--- src/rtl/sd_frame_scheduler_pkg.sv ---
// Shared types and widths for the SD frame playback scheduler.
// Holds the FSM state encoding and a saturating counter helper.
package sd_frame_pkg;

    typedef enum logic [2:0] {
        ST_IDLE,
        ST_ISSUE,
        ST_WAIT_DONE,
        ST_NEXT,
        ST_FILLED,
        ST_FINISHED,
        ST_ERR
    } state_t;

    localparam int BLOCK_BYTES = 512;
    localparam int ADDR_W      = 32;
    localparam int FRAME_W     = 13;
    localparam int UNDER_W     = 8;

    function automatic logic [UNDER_W-1:0] sat_inc(input logic [UNDER_W-1:0] v);
        return (&v) ? v : v + 1'b1;
    endfunction

endpackage

--- src/rtl/sd_frame_scheduler_if.sv ---
// Block read port between the frame scheduler (master) and the SD bus master (slave).
interface sd_frame_scheduler_if;
    import sd_frame_pkg::*;

    logic              rd_req;
    logic [ADDR_W-1:0] rd_addr;
    logic              rd_ack;
    logic              rd_done;
    logic              rd_error;

    modport master (
        output rd_req,
        output rd_addr,
        input  rd_ack,
        input  rd_done,
        input  rd_error
    );

    modport slave (
        input  rd_req,
        input  rd_addr,
        output rd_ack,
        output rd_done,
        output rd_error
    );

endinterface

--- src/rtl/sd_frame_scheduler_tick_gen.sv ---
// Frame-period tick: counts 0..TICKS_PER_FRAME-1 while enabled, held at 0 by restart.
module frame_tick_gen #(
    parameter int TICKS_PER_FRAME = 3333333
) (
    input  logic clk,
    input  logic reset,
    input  logic enable,
    input  logic restart,
    output logic tick
);

    localparam int CNT_W = (TICKS_PER_FRAME > 1) ? $clog2(TICKS_PER_FRAME) : 1;
    localparam logic [CNT_W-1:0] LAST = CNT_W'(TICKS_PER_FRAME - 1);

    logic [CNT_W-1:0] r_count;

    always_ff @(posedge clk) begin
        if (reset || restart) begin
            r_count <= '0;
        end else if (enable) begin
            r_count <= (r_count == LAST) ? '0 : r_count + 1'b1;
        end
    end

    assign tick = enable && !restart && (r_count == LAST);

endmodule

--- src/rtl/sd_frame_scheduler.sv ---
// Issues single-block reads to fill one half of a double-buffered frame store,
// swapping display/fill halves on each frame tick until the clip ends.
module sd_frame_scheduler
    import sd_frame_pkg::*;
#(
    parameter int                BLOCKS_PER_FRAME = 12,
    parameter int                FRAME_COUNT      = 6572,
    parameter int                TICKS_PER_FRAME  = 3333333,
    parameter logic [ADDR_W-1:0] START_BLOCK      = '0
) (
    input  logic                 clk,
    input  logic                 reset,
    input  logic                 card_ready,
    sd_frame_scheduler_if.master rd,
    output logic                 fill_buf,
    output logic                 show_buf,
    output logic                 frame_ready,
    output logic [FRAME_W-1:0]   frame_index,
    output logic [UNDER_W-1:0]   underrun_cnt,
    output logic                 done,
    output logic                 error
);

    localparam int BLK_W = (BLOCKS_PER_FRAME > 1) ? $clog2(BLOCKS_PER_FRAME) : 1;
    localparam logic [BLK_W-1:0]   LAST_BLK   = BLK_W'(BLOCKS_PER_FRAME - 1);
    localparam logic [FRAME_W-1:0] LAST_FRAME = FRAME_W'(FRAME_COUNT - 1);

    state_t              r_state;
    logic                r_req;
    logic [ADDR_W-1:0]   r_addr;
    logic [BLK_W-1:0]    r_blk_idx;
    logic                r_fill;
    logic                r_show;
    logic                r_frame_ready;
    logic [FRAME_W-1:0]  r_frame_index;
    logic [UNDER_W-1:0]  r_underrun;
    logic                r_done;
    logic                r_error;
    logic                r_started;

    logic w_tick;
    logic w_tick_en;
    logic w_last_blk;

    assign w_tick_en  = (r_state != ST_FINISHED) && (r_state != ST_ERR);
    assign w_last_blk = (r_blk_idx == LAST_BLK);

    // Counter stays parked at zero until the first frame has been put on display.
    frame_tick_gen #(
        .TICKS_PER_FRAME (TICKS_PER_FRAME)
    ) u_tick (
        .clk     (clk),
        .reset   (reset),
        .enable  (w_tick_en),
        .restart (!r_started),
        .tick    (w_tick)
    );

    always_ff @(posedge clk) begin
        if (reset) begin
            r_state       <= ST_IDLE;
            r_req         <= 1'b0;
            r_addr        <= START_BLOCK;
            r_blk_idx     <= '0;
            r_fill        <= 1'b0;
            r_show        <= 1'b1;
            r_frame_ready <= 1'b0;
            r_frame_index <= '0;
            r_underrun    <= '0;
            r_done        <= 1'b0;
            r_error       <= 1'b0;
            r_started     <= 1'b0;
        end else if (rd.rd_error) begin
            r_state       <= ST_ERR;
            r_req         <= 1'b0;
            r_error       <= 1'b1;
            r_frame_ready <= 1'b0;
        end else begin
            r_frame_ready <= 1'b0;
            // A tick coinciding with the last block's completion is not late; it is simply skipped.
            if (w_tick && (r_state != ST_FILLED) && !((r_state == ST_NEXT) && w_last_blk)) begin
                r_underrun <= sat_inc(r_underrun);
            end
            case (r_state)
                ST_IDLE: begin
                    if (card_ready) begin
                        r_state <= ST_ISSUE;
                        r_req   <= 1'b1;
                    end
                end
                ST_ISSUE: begin
                    if (rd.rd_ack) begin
                        r_req   <= 1'b0;
                        r_state <= rd.rd_done ? ST_NEXT : ST_WAIT_DONE;
                    end
                end
                ST_WAIT_DONE: begin
                    if (rd.rd_done) begin
                        r_state <= ST_NEXT;
                    end
                end
                ST_NEXT: begin
                    r_addr <= r_addr + 1'b1;
                    if (w_last_blk) begin
                        r_blk_idx <= '0;
                        r_state   <= ST_FILLED;
                    end else begin
                        r_blk_idx <= r_blk_idx + 1'b1;
                        r_state   <= ST_ISSUE;
                        r_req     <= 1'b1;
                    end
                end
                ST_FILLED: begin
                    if (!r_started || w_tick) begin
                        r_show        <= r_fill;
                        r_fill        <= ~r_fill;
                        r_frame_ready <= 1'b1;
                        r_started     <= 1'b1;
                        if (r_frame_index == LAST_FRAME) begin
                            r_state <= ST_FINISHED;
                            r_done  <= 1'b1;
                        end else begin
                            r_frame_index <= r_frame_index + 1'b1;
                            r_state       <= ST_ISSUE;
                            r_req         <= 1'b1;
                        end
                    end
                end
                ST_FINISHED, ST_ERR: begin
                end
                default: r_state <= ST_IDLE;
            endcase
        end
    end

    assign rd.rd_req    = r_req;
    assign rd.rd_addr   = r_addr;
    assign fill_buf     = r_fill;
    assign show_buf     = r_show;
    assign frame_ready  = r_frame_ready;
    assign frame_index  = r_frame_index;
    assign underrun_cnt = r_underrun;
    assign done         = r_done;
    assign error        = r_error;

endmodule

--- src/flat_wrapper.sv ---
// flat-port wrapper written by rule: the top's interface ports become plain ports
module sd_frame_scheduler_flat import sd_frame_pkg::*;
#(
    parameter int                BLOCKS_PER_FRAME = 12,
    parameter int                FRAME_COUNT      = 6572,
    parameter int                TICKS_PER_FRAME  = 3333333,
    parameter logic [ADDR_W-1:0] START_BLOCK      = '0
)
  (clk, reset, card_ready, fill_buf, show_buf, frame_ready, frame_index, underrun_cnt, done, error, rd_rd_req, rd_rd_addr, rd_rd_ack, rd_rd_done, rd_rd_error);
  sd_frame_scheduler_if rd_i ();
  input  logic clk;
  input  logic reset;
  input  logic card_ready;
  output logic fill_buf;
  output logic show_buf;
  output logic frame_ready;
  output logic [FRAME_W-1:0] frame_index;
  output logic [UNDER_W-1:0] underrun_cnt;
  output logic done;
  output logic error;
  output wire logic [$bits(rd_i.rd_req)-1:0] rd_rd_req;
  output wire logic [$bits(rd_i.rd_addr)-1:0] rd_rd_addr;
  input wire logic [$bits(rd_i.rd_ack)-1:0] rd_rd_ack;
  input wire logic [$bits(rd_i.rd_done)-1:0] rd_rd_done;
  input wire logic [$bits(rd_i.rd_error)-1:0] rd_rd_error;
  assign rd_rd_req = rd_i.rd_req;
  assign rd_rd_addr = rd_i.rd_addr;
  assign rd_i.rd_ack = rd_rd_ack;
  assign rd_i.rd_done = rd_rd_done;
  assign rd_i.rd_error = rd_rd_error;
  sd_frame_scheduler #(.BLOCKS_PER_FRAME(BLOCKS_PER_FRAME), .FRAME_COUNT(FRAME_COUNT), .TICKS_PER_FRAME(TICKS_PER_FRAME), .START_BLOCK(START_BLOCK)) u_core (.clk(clk), .reset(reset), .card_ready(card_ready), .rd(rd_i), .fill_buf(fill_buf), .show_buf(show_buf), .frame_ready(frame_ready), .frame_index(frame_index), .underrun_cnt(underrun_cnt), .done(done), .error(error));
endmodule
--- config.mk ---
export PLATFORM = sky130hd
export DESIGN_NAME = sd_frame_scheduler_flat
export DESIGN_NICKNAME = d
export VERILOG_FILES = /design/src/rtl/sd_frame_scheduler_pkg.sv /design/src/rtl/sd_frame_scheduler_if.sv /design/src/rtl/sd_frame_scheduler_tick_gen.sv /design/src/rtl/sd_frame_scheduler.sv /design/src/flat_wrapper.sv
export SDC_FILE = /design/constraint.sdc
export NUM_CORES = 1
export LEC_CHECK = 0
export ABC_CLOCK_PERIOD_IN_PS = 10450
export CAP_MARGIN = 20
export CORE_MARGIN = 10
export CORE_UTILIZATION = 59
export CTS_CLUSTER_DIAMETER = 80
export DETAILED_ROUTE_END_ITERATION = 6
export PLACE_DENSITY_LB_ADDON = 0.1
export SLEW_MARGIN = 5
export SYNTH_ARGS = -nofsm -noshare
export SYNTH_HDL_FRONTEND = slang
export SYNTH_HIERARCHICAL = 1
export SYNTH_SLANG_ARGS = --single-unit
--- constraint.sdc ---
create_clock -name clk -period 10.45 [get_ports clk]
set_input_delay 2.09 -clock clk [delete_from_list [all_inputs] [get_ports clk]]
set_output_delay 2.09 -clock clk [all_outputs]
set_load 0.02 [all_outputs]
==> results.ini <==
[status]
outcome = complete, no violations

[critical_path]
critical_path_class = in2reg
crit_fanout = 23
critPathLaunchType = primary input
critPathBufInv = 1
worst_ep_required_time_ns = 10.73
critPathTopFamily = simple AND/OR/NAND/NOR gates
crit_chain = clkdlybuf4s50_1 > nor4bb_4 > nand4_1 > or4_1 > a21oi_1
cp_slowest_cell = nor4bb_4
crit_cells = 5
r2r_cells = 9
arrival_ns = 5.36
cp_slowest_stage_delay_ns = 0.90
endpoint_kind = flop

[sta]
slew-limit-headroom = 0.387
fin_crit_ns = 5.08
fin_setup_tns_ns = 0
fin_crit_sh = 0.486
setup_viol = 0
skew_ns = 0.00953
hold_viol = 0
timing.fmax_ghz = 0.197
worst_slack_ns = 5.37
worst_pin_slew_ns = 0.918
rsz0062_at_grt = no
finalMaxSlewViolations = 0

[synth]
ys_seq_area_frac = 0.401
ys_ff_latch = 89
ys.flop_type = dfxtp_1
syn_avg_cell_area_um2 = 8.32
synth_top_cell_by_area = dfxtp_1
syn-instance-count = 534
synth_warnings = 6
synth_edf_count = 0
synth_top_cell_area_share = 0.401
synth.cell_area_um2 = 4440
synth-async-reset-ratio = 0
syn_nets = 546
synth_area_leaders = dfxtp_1 40%, a21oi_1 5.9%, or4_1 5.2%, o31ai_1 4.2%, nor2_1 4.1%
synth.distinct_cells = 54

[finish]
multi_input_area_um2 = 2470
final_common_cell = dfxtp_1
fillers = 593
drive_above_1_share = 0.0511
fin_nets = 594
syn_to_final_growth_pct = 19.2
n_antenna_cell = 0
stdcell_area_um2 = 5290
final_cell_mix = 89 x dfxtp_1, 63 x clkdlybuf4s50_1, 52 x a21oi_1, 48 x nor2_1, 39 x nand2_1
seqCellArea_um2 = 1780

[worst_hold_path]
min_path_type = reg2reg
hold_depth = 2

[placed_design]
post-place-ws_ns = 5.09
io_buffer_count = 64
dp_hpwl_um = 7360
gp_congestion = 0.883
dpl_cell_area_um2 = 5080

[die]
rows = 31
initial_utilization = 0.609
die_y_um = 107
num_io_pins = 65
coreArea_um2 = 7290
die_w_um = 107
design.die.area_um2 = 11400

[flow_run]
cap_violations = 0

[route]
drt_wl_total_um = 10600
drc_errors = 0
vias = 4225
drtPass1Iterations = 5
wl_per_cell_um = 15.4
via_per_inst = 6.16
drtIter0Drc = 242
final_antenna_net_count = 0

[power]
internal_power_uw = 466
switching_share = 0.245
power_frac_seq = 0.562
pwr_density_cell_nw_per_um2 = 117
switching_power_uw = 151
leakage_uw = 0.00155
vdd_ir_drop_max_mv = 0.0884
power_frac_clock = 0.393
power.share.combinational = 0.045

[cts]
post_cts_resized = 0
cts_tree = built
clkLatencyLatePin_ns = 0.36
numCtsBuffers = 9
cts_hold_buf = 0
clock_sinks = 89
cts_setup_buffers = 0
ctsRootBufferMaster = clkbuf_8
cts.clk_slew.worst_paths_ns = 0.09
h-tree-depth = 3
clock_path_buffers = 2

[global_route]
grt_util_met3 = 0.0437
busiest_layer = met2
grt_pass1_wl_um = 18100
grtUsageMet1 = 0.223
first_global_vias = 3963
antenna_found_initial = 0
use_met2 = 0.312
track_usage = 0.185
grt_max_degree = 71
grt_remaining_overflow = 0

-- cell families after synthesis --
family                   count (synthesis)  synth area share
buffers and inverters                   45            0.0454
AND/OR/NAND/NOR                        247             0.312
flip-flops                              89             0.401
adder cells (fa/ha/maj)                  6            0.0169
multiplexers                             7            0.0169
AO/OA/AOI/OAI                          114             0.156
XOR/XNOR                                26            0.0513
-- sequential cells by signal, indices dropped and copies added (netlist names) --
| register | count |
|---|---|
| u_core/r_state | 3 |
| u_core/show_buf | 1 |
| u_core/done | 1 |
| u_core/rd.rd_addr | 32 |
| u_core/frame_index | 13 |
| u_core/r_blk_idx | 4 |
| u_core/underrun_cnt | 8 |
| u_core/r_started | 1 |
| u_core/rd.rd_req | 1 |
| u_core/frame_ready | 1 |
| u_core/fill_buf | 1 |
| u_core/u_tick/r_count | 22 |
| u_core/error | 1 |
-- worst register-to-register path, stage by stage (launching register included) --
cell     delay, ns
dfxtp_1       0.62
xor2_1        0.12
nand2_1       0.28
nand2_1       0.09
or4_4         0.51
nor4_1        0.52
nor2b_1       0.22
or4_1         0.66
nor3_1        0.29
mux2_1        0.34
-- final timing paths --
| path | to | slack [ns] | start |
|---|---|---|---|
| setup / recovery | u_core/rd.rd_addr[21]$_SDFFE_PP0P_ | 5.37 | rd_rd_error |
| hold / removal | u_core/rd.rd_addr[31]$_SDFFE_PP0P_ | 0.49 | u_core/rd.rd_addr[31]$_SDFFE_PP0P_ |
| setup reg to reg | u_core/frame_index[12]$_SDFFE_PP0P_ | 6.71 | u_core/r_state[0]$_SDFFE_PP0P_ |
| hold reg to reg | u_core/rd.rd_addr[31]$_SDFFE_PP0P_ | 0.49 | u_core/rd.rd_addr[31]$_SDFFE_PP0P_ |
-- synth_stat cells, types with 4 or more instances --
library cell	n
clkbuf_1	17
and2_1	8
nor4_1	7
dfxtp_1	89
nor2_1	48
or3_1	16
nand3_1	26
and4_1	7
a21oi_1	52
inv_1	16
nand2_1	39
nor3_1	11
buf_2	4
or4_1	31
xor2_1	12
nand4_1	26
xnor2_1	14
ha_1	6
o31ai_1	25
o21ai_0	22
nor2b_1	5
-- power by group through the flow --
stage          combinational (µW)  clock [µW]  sequential (µW)
2_1_floorplan                19.8           0              353
5_1_grt                      30.3         263              347
3_3_place_gp                 27.1           0              354
4_1_cts                      27.8         246              346
3_5_place_dp                 27.6           0              354
6_report                     27.9         243              346
-- layer usage --
| metal | wire length (µm) | up-vias |
|---|---|---|
| met1 | 4490 | 1996 |
| met5 | 0 | - |
| li1 | - | 2088 |
| met3 | 692 | 15 |
| met4 | 147 | 0 |
| met2 | 5260 | 126 |
-- stage by stage --
stage          instances  utilization  power, µW  hold WS [ns]
2_1_floorplan        534            -        373         0.452
3_3_place_gp         669        0.697        381         0.455
3_5_place_dp         669        0.697        382         0.466
4_1_cts              685        0.725        621         0.481
5_1_grt              686        0.726        640         0.499
6_report             686        0.726        617         0.485
-- area by class of cell --
| class | instances | share of cell area |
|---|---|---|
| well taps | 99 | 0.0234 |
| clock inverters | 7 | 0.0149 |
| inverters | 16 | 0.0114 |
| repair buffers | 66 | 0.123 |
| flip-flops and latches | 89 | 0.337 |
| clock buffers | 9 | 0.0234 |
| multi-input cells | 400 | 0.467 |
Note: power is estimated with default switching activity, not from simulation.
